### config.mk
export PLATFORM = sky130hd
export DESIGN_NAME = keypad_scanner_4x4
export DESIGN_NICKNAME = d
export VERILOG_FILES = /design/src/rtl/keypad_scanner_4x4.sv
export SDC_FILE = /design/constraint.sdc
export NUM_CORES = 1
export LEC_CHECK = 0
export CAP_MARGIN = 25
export CORE_MARGIN = 2
export CORE_UTILIZATION = 61
export DETAILED_ROUTE_END_ITERATION = 10
export GPL_ROUTABILITY_DRIVEN = 0
export PLACE_DENSITY = 0.83
export SLEW_MARGIN = 20
export SYNTH_ARGS = -nofsm -noshare
export SYNTH_HDL_FRONTEND = slang
export SYNTH_SLANG_ARGS = --single-unit
export TNS_END_PERCENT = 30
### constraint.sdc
create_clock -name clk -period 3.3 [get_ports clk]
set_input_delay 0.66 -clock clk [delete_from_list [all_inputs] [get_ports clk]]
set_output_delay 0.66 -clock clk [all_outputs]
set_load 0.1 [all_outputs]
### src/rtl/keypad_scanner_4x4.sv
// keypad_scanner_4x4
// Scans a 4x4 active-low matrix keypad one column at a time, debounces
// presses and releases over DEBOUNCE_TICKS scan ticks, and presents a stable
// {row,col} key code with a one-cycle strobe and a held flag.
// Build option: define KEYPAD_SYNC2_EN for a two-flop row synchronizer;
// otherwise a single register stage samples the rows.
module keypad_scanner_4x4 #(
   parameter int CLK_DIV        = 50000,
   parameter int DEBOUNCE_TICKS = 4
) (
   input  logic       clk,
   input  logic       rst,
   input  logic [3:0] row_in,
   output logic [3:0] col_out,
   output logic [3:0] key_code,
   output logic       key_strobe,
   output logic       key_held
);

   localparam int DIV_W = $clog2(CLK_DIV);
   localparam int DEB_W = $clog2(DEBOUNCE_TICKS + 1);
   localparam logic [DIV_W-1:0] DIV_LAST = DIV_W'(CLK_DIV - 1);
   localparam logic [DEB_W-1:0] DEB_LAST = DEB_W'(DEBOUNCE_TICKS - 1);

   typedef enum logic [1:0] {SCAN, DEBOUNCE, HELD, RELEASE} state_t;

   state_t           state, state_nxt;
   logic [1:0]       col_idx, col_nxt;
   logic [1:0]       row_idx, row_nxt;
   logic [DEB_W-1:0] deb_cnt, deb_nxt;
   logic [3:0]       code_nxt;
   logic             strobe_nxt;
   logic             held_nxt;
   logic [DIV_W-1:0] div_cnt;
   logic             tick;
   logic [3:0]       row_s;
   logic             row_sel;

   // Lowest-index low row wins when several rows are pulled low together.
   function automatic logic [1:0] low_row(input logic [3:0] rows);
      if (!rows[0])      return 2'd0;
      else if (!rows[1]) return 2'd1;
      else if (!rows[2]) return 2'd2;
      else               return 2'd3;
   endfunction

   logic [3:0] row_p0;
`ifdef KEYPAD_SYNC2_EN
   logic [3:0] row_p1;

   // Two-flop synchronizer; idle (pulled-up) level on reset.
   always_ff @(posedge clk or posedge rst) begin
      if (rst) begin
         row_p0 <= 4'hF;
         row_p1 <= 4'hF;
      end else begin
         row_p0 <= row_in;
         row_p1 <= row_p0;
      end
   end
   assign row_s = row_p1;
`else
   // Single sampling register; idle (pulled-up) level on reset.
   always_ff @(posedge clk or posedge rst) begin
      if (rst) row_p0 <= 4'hF;
      else     row_p0 <= row_in;
   end
   assign row_s = row_p0;
`endif

   // Scan tick divider: counts 0..CLK_DIV-1, tick on the last count.
   always_ff @(posedge clk or posedge rst) begin
      if (rst)       div_cnt <= '0;
      else if (tick) div_cnt <= '0;
      else           div_cnt <= div_cnt + 1'b1;
   end

   assign tick    = (div_cnt == DIV_LAST);
   assign row_sel = row_s[row_idx];

   // Next-state and output decisions; only tick cycles can change anything.
   always_comb begin
      state_nxt  = state;
      col_nxt    = col_idx;
      row_nxt    = row_idx;
      deb_nxt    = deb_cnt;
      code_nxt   = key_code;
      strobe_nxt = 1'b0;
      held_nxt   = key_held;
      if (tick) begin
         case (state)
            SCAN: begin
               if (row_s != 4'hF) begin
                  row_nxt   = low_row(row_s);
                  deb_nxt   = '0;
                  state_nxt = DEBOUNCE;
               end else begin
                  col_nxt = col_idx + 2'd1;
               end
            end
            DEBOUNCE: begin
               if (!row_sel) begin
                  if (deb_cnt == DEB_LAST) begin
                     state_nxt  = HELD;
                     code_nxt   = {row_idx, col_idx};
                     strobe_nxt = 1'b1;
                     held_nxt   = 1'b1;
                  end else begin
                     deb_nxt = deb_cnt + 1'b1;
                  end
               end else begin
                  // Bounce: resume scanning on the same column.
                  state_nxt = SCAN;
               end
            end
            HELD: begin
               if (row_sel) begin
                  deb_nxt   = '0;
                  state_nxt = RELEASE;
               end
            end
            RELEASE: begin
               if (row_sel) begin
                  if (deb_cnt == DEB_LAST) begin
                     held_nxt  = 1'b0;
                     col_nxt   = col_idx + 2'd1;
                     state_nxt = SCAN;
                  end else begin
                     deb_nxt = deb_cnt + 1'b1;
                  end
               end else begin
                  // Release glitch: key still down, no new strobe.
                  state_nxt = HELD;
               end
            end
            default: state_nxt = SCAN;
         endcase
      end
   end

   // State and registered outputs; col_out is decoded from the next column.
   always_ff @(posedge clk or posedge rst) begin
      if (rst) begin
         state      <= SCAN;
         col_idx    <= 2'd0;
         row_idx    <= 2'd0;
         deb_cnt    <= '0;
         col_out    <= 4'b1110;
         key_code   <= 4'b0000;
         key_strobe <= 1'b0;
         key_held   <= 1'b0;
      end else begin
         state      <= state_nxt;
         col_idx    <= col_nxt;
         row_idx    <= row_nxt;
         deb_cnt    <= deb_nxt;
         col_out    <= ~(4'b0001 << col_nxt);
         key_code   <= code_nxt;
         key_strobe <= strobe_nxt;
         key_held   <= held_nxt;
      end
   end

endmodule

==> flow_metrics.tcl <==
set metrics [dict create \
    rsz0062_at_grt "false" \
    yosysWarnings 0 \
    multi_input_area_sq_um 893 \
    sw_frac_of_total_pct 21.7 \
    vias 1338 \
    worstPathRequired_ns 3.52 \
    p_leak_uw 0.000988 \
    clock.fmax_mhz 479 \
    ys_ff_latch 39 \
    netlist_instances 167 \
    synth_common_cells "dfrtp_1 (32), nor2_1 (14), nand2_1 (9)" \
    drtAntennaViolNets 0 \
    routed_wl_um 3490 \
    p_clk_share_pct 32.9 \
    hpwl_um 2670 \
    power_frac_comb_pct 3.3 \
    core_sq_um 3030 \
    ys_types 44 \
    holdPathEnd "div_cnt[0]$_DFF_PP0_" \
    grt_overflow 0 \
    hold_slack_ns 0.490 \
    reg2reg_from "div_cnt[11]$_DFF_PP0_" \
    grt_start_max_net_pins 21 \
    die-area_sq_um 3620 \
    slew_violations 0 \
    synth_top_area_share_pct 41.6 \
    die_y_um 60.2 \
    drc_errors 0 \
    initial_core_util_pct 63.6 \
    p_sw_uw 165 \
    hold_path.class "register to register" \
    cts_tree "yes" \
    antenna_found_initial 0 \
    critPathKind "register to register" \
    areaGrowthSynthToFinish_pct 12.5 \
    timing.final.crit_period_ns 2.09 \
    period_share_pct 63.3 \
    path_clk_slew_ns 0.12 \
    die_w_um 60.2 \
    grt_pass1_vias 1425 \
    skew_ns 0.0147 \
    cts_resized 0 \
    setup_tns_ns 0 \
    p_int_uw 595 \
    async_flop_share_pct 100 \
    numClockSinks 39 \
    syn_area_sq_um 1920 \
    cts_buffers 5 \
    synth.avg_cell_area_sq_um 11.5 \
    min_path_cells 1 \
    n_fill_cell 223 \
    reg2reg_setup_slack_ns 1.21 \
    final_nets 202 \
    relSlewSlack_pct 51.2 \
    yosysMostFrequentCell "dfrtp_1" \
    final_layout_size_suffix_gt1_share_pct 22.8 \
    clk_latency_ns 0.34 \
    yosys_most_used_dff "dfrtp_1" \
    tightest_slew_ns 0.731 \
    pin_count 16 \
    drtIter0Drc 67 \
    synth_area_leaders "dfrtp_1 (42%), dfstp_2 (9.6%), ha_1 (5.2%)" \
    first_pass_iters 4 \
    hp-start "div_cnt[0]$_DFF_PP0_" \
    track_usage_pct 23.0 \
    cts_setup_buffers 0 \
    outcome "finished, final reports clean" \
    setup_viol 0 \
    rows 20 \
    reg2reg_to "key_code[0]$_DFFE_PP0P_" \
    htree_num_levels 2 \
    cp-start-kind "register" \
    cap_violations 0 \
    ys_seq_area_share_pct 51.2 \
    syn_nets 181 \
    port_buffers 15 \
    critical_path_arrival_ns 2.30 \
    viasPerCell 5.74 \
    clockBufferDepth 2 \
    hold_viol 0 \
    seq_power_share_pct 63.8 \
    cts_hold_buf 0 \
    wl_per_cell_um 15.0 \
    synth_edf_count 0 \
    grt_pass1_wl_um 6090 \
    power.density_nw_per_um2 351 \
    clockRootBuffer "clkbuf_4" \
    irDropWorstVdd_v 0.000285 \
    critPathMaxFanout 13 \
    n_antenna_cell 0 \
    final-seq-area_sq_um 985 \
    ff2ff_path_depth 4 \
    cp-end-kind "register" \
    netlist.top_cell.by_area "dfrtp_1" \
]
==> state kept, by name (all words and copies together), names as in the netlist, named ones only <==
register	cells
col_idx	2
col_out	4
deb_cnt	3
div_cnt	16
key_code	4
key_held	1
key_strobe	1
row_idx	2
row_p0	4
state	1
==> cells by family (layout without fill, tap and decap cells) <==
group                      after synthesis  after routing  share of synthesized area (%)
DFF                                     39             39                           51.2
xor gates and xnor gates                14             14                           6.37
AOI/OAI and AO/OA                       21             21                           9.10
and+or+nand+nor                         63             63                           18.9
buffers and inverters                   11             33                           2.41
adders and majority gates                8              8                           5.20
muxes                                   11             11                           6.89
==> layout make-up <==
type	count	share of cell area (%)
multi-input combinational	117	41.3
sequential	39	45.5
timing repair buffer	16	6.13
clock inverter	1	0.231
tap	44	2.54
clock buffer	7	2.54
inverter	9	1.79
==> worst max-delay path by stage <==
stage | to | start | cells after the start | slack, ns
after floorplan | deb_cnt[0]$_DFFE_PP0P_ | row_idx[1]$_DFFE_PP0P_ | 5 | 1.39
after global routing | key_code[0]$_DFFE_PP0P_ | div_cnt[0]$_DFF_PP0_ | 5 | 1.05
after detailed placement | deb_cnt[2]$_DFFE_PP0P_ | row_idx[1]$_DFFE_PP0P_ | 5 | 1.22
after CTS | deb_cnt[2]$_DFFE_PP0P_ | row_idx[1]$_DFFE_PP0P_ | 5 | 1.20
final | key_code[0]$_DFFE_PP0P_ | div_cnt[11]$_DFF_PP0_ | 4 | 1.21
after global placement | deb_cnt[1]$_DFFE_PP0P_ | row_idx[1]$_DFFE_PP0P_ | 5 | 1.26
==> layout by cell type (no fill, tap or decap), types with 2 or more instances in the layout <==
cell and instances:
dfrtp_1 32, nor2_1 14, buf_4 11, nand2_1 9
inv_1 8, xor2_1 8, ha_1 8, dfstp_2 7
nand3_1 6, xnor2_1 6, o21ai_0 6, nand4_1 5
mux2_2 5, nand2b_1 5, clkbuf_4 5, clkdlybuf4s50_1 5
nor2b_1 4, and3_1 3, nor4_1 3, mux2_1 3
a31oi_1 3, nor3_1 2, and4_1 2, and2_1 2
and4bb_2 2, mux2i_1 2, a21oi_1 2
==> power groups by stage <==
stage	logic (uW)	registers (uW)	clock network [uW]
after CTS	25.7	485	255
final	25.1	485	250
after floorplan	14.9	493	0
after detailed placement	25.7	494	0
after global routing	28.7	486	278
after global placement	25.1	493	0
==> metal layers <==
metal  GRT usage [%]  share of wire, %  wire length, um
met1            25.5                41             1450
met3            5.84               2.4               85
met4            11.1               2.5               87
met2            40.5                54             1870
met5               0                 0                0
==> through the flow <==
step	cell area [sq um]	power (uW)	worst slack, ns	util [%]	cells
floorplan	1920	508	1.39	-	167
global placement	2100	519	1.26	69.5	225
detailed placement	2100	520	1.22	69.5	225
CTS	2160	766	1.20	71.5	233
global route	2160	793	1.05	71.5	233
finish	2160	760	1.21	71.5	233
==> critical path, cell delays in order (launching register included) <==
cell     delay, ns
dfrtp_1       0.46
nor4b_2       0.36
and4_1        0.53
nand4_1       0.27
mux2_2        0.34
Power figures use the tool's default switching activity.
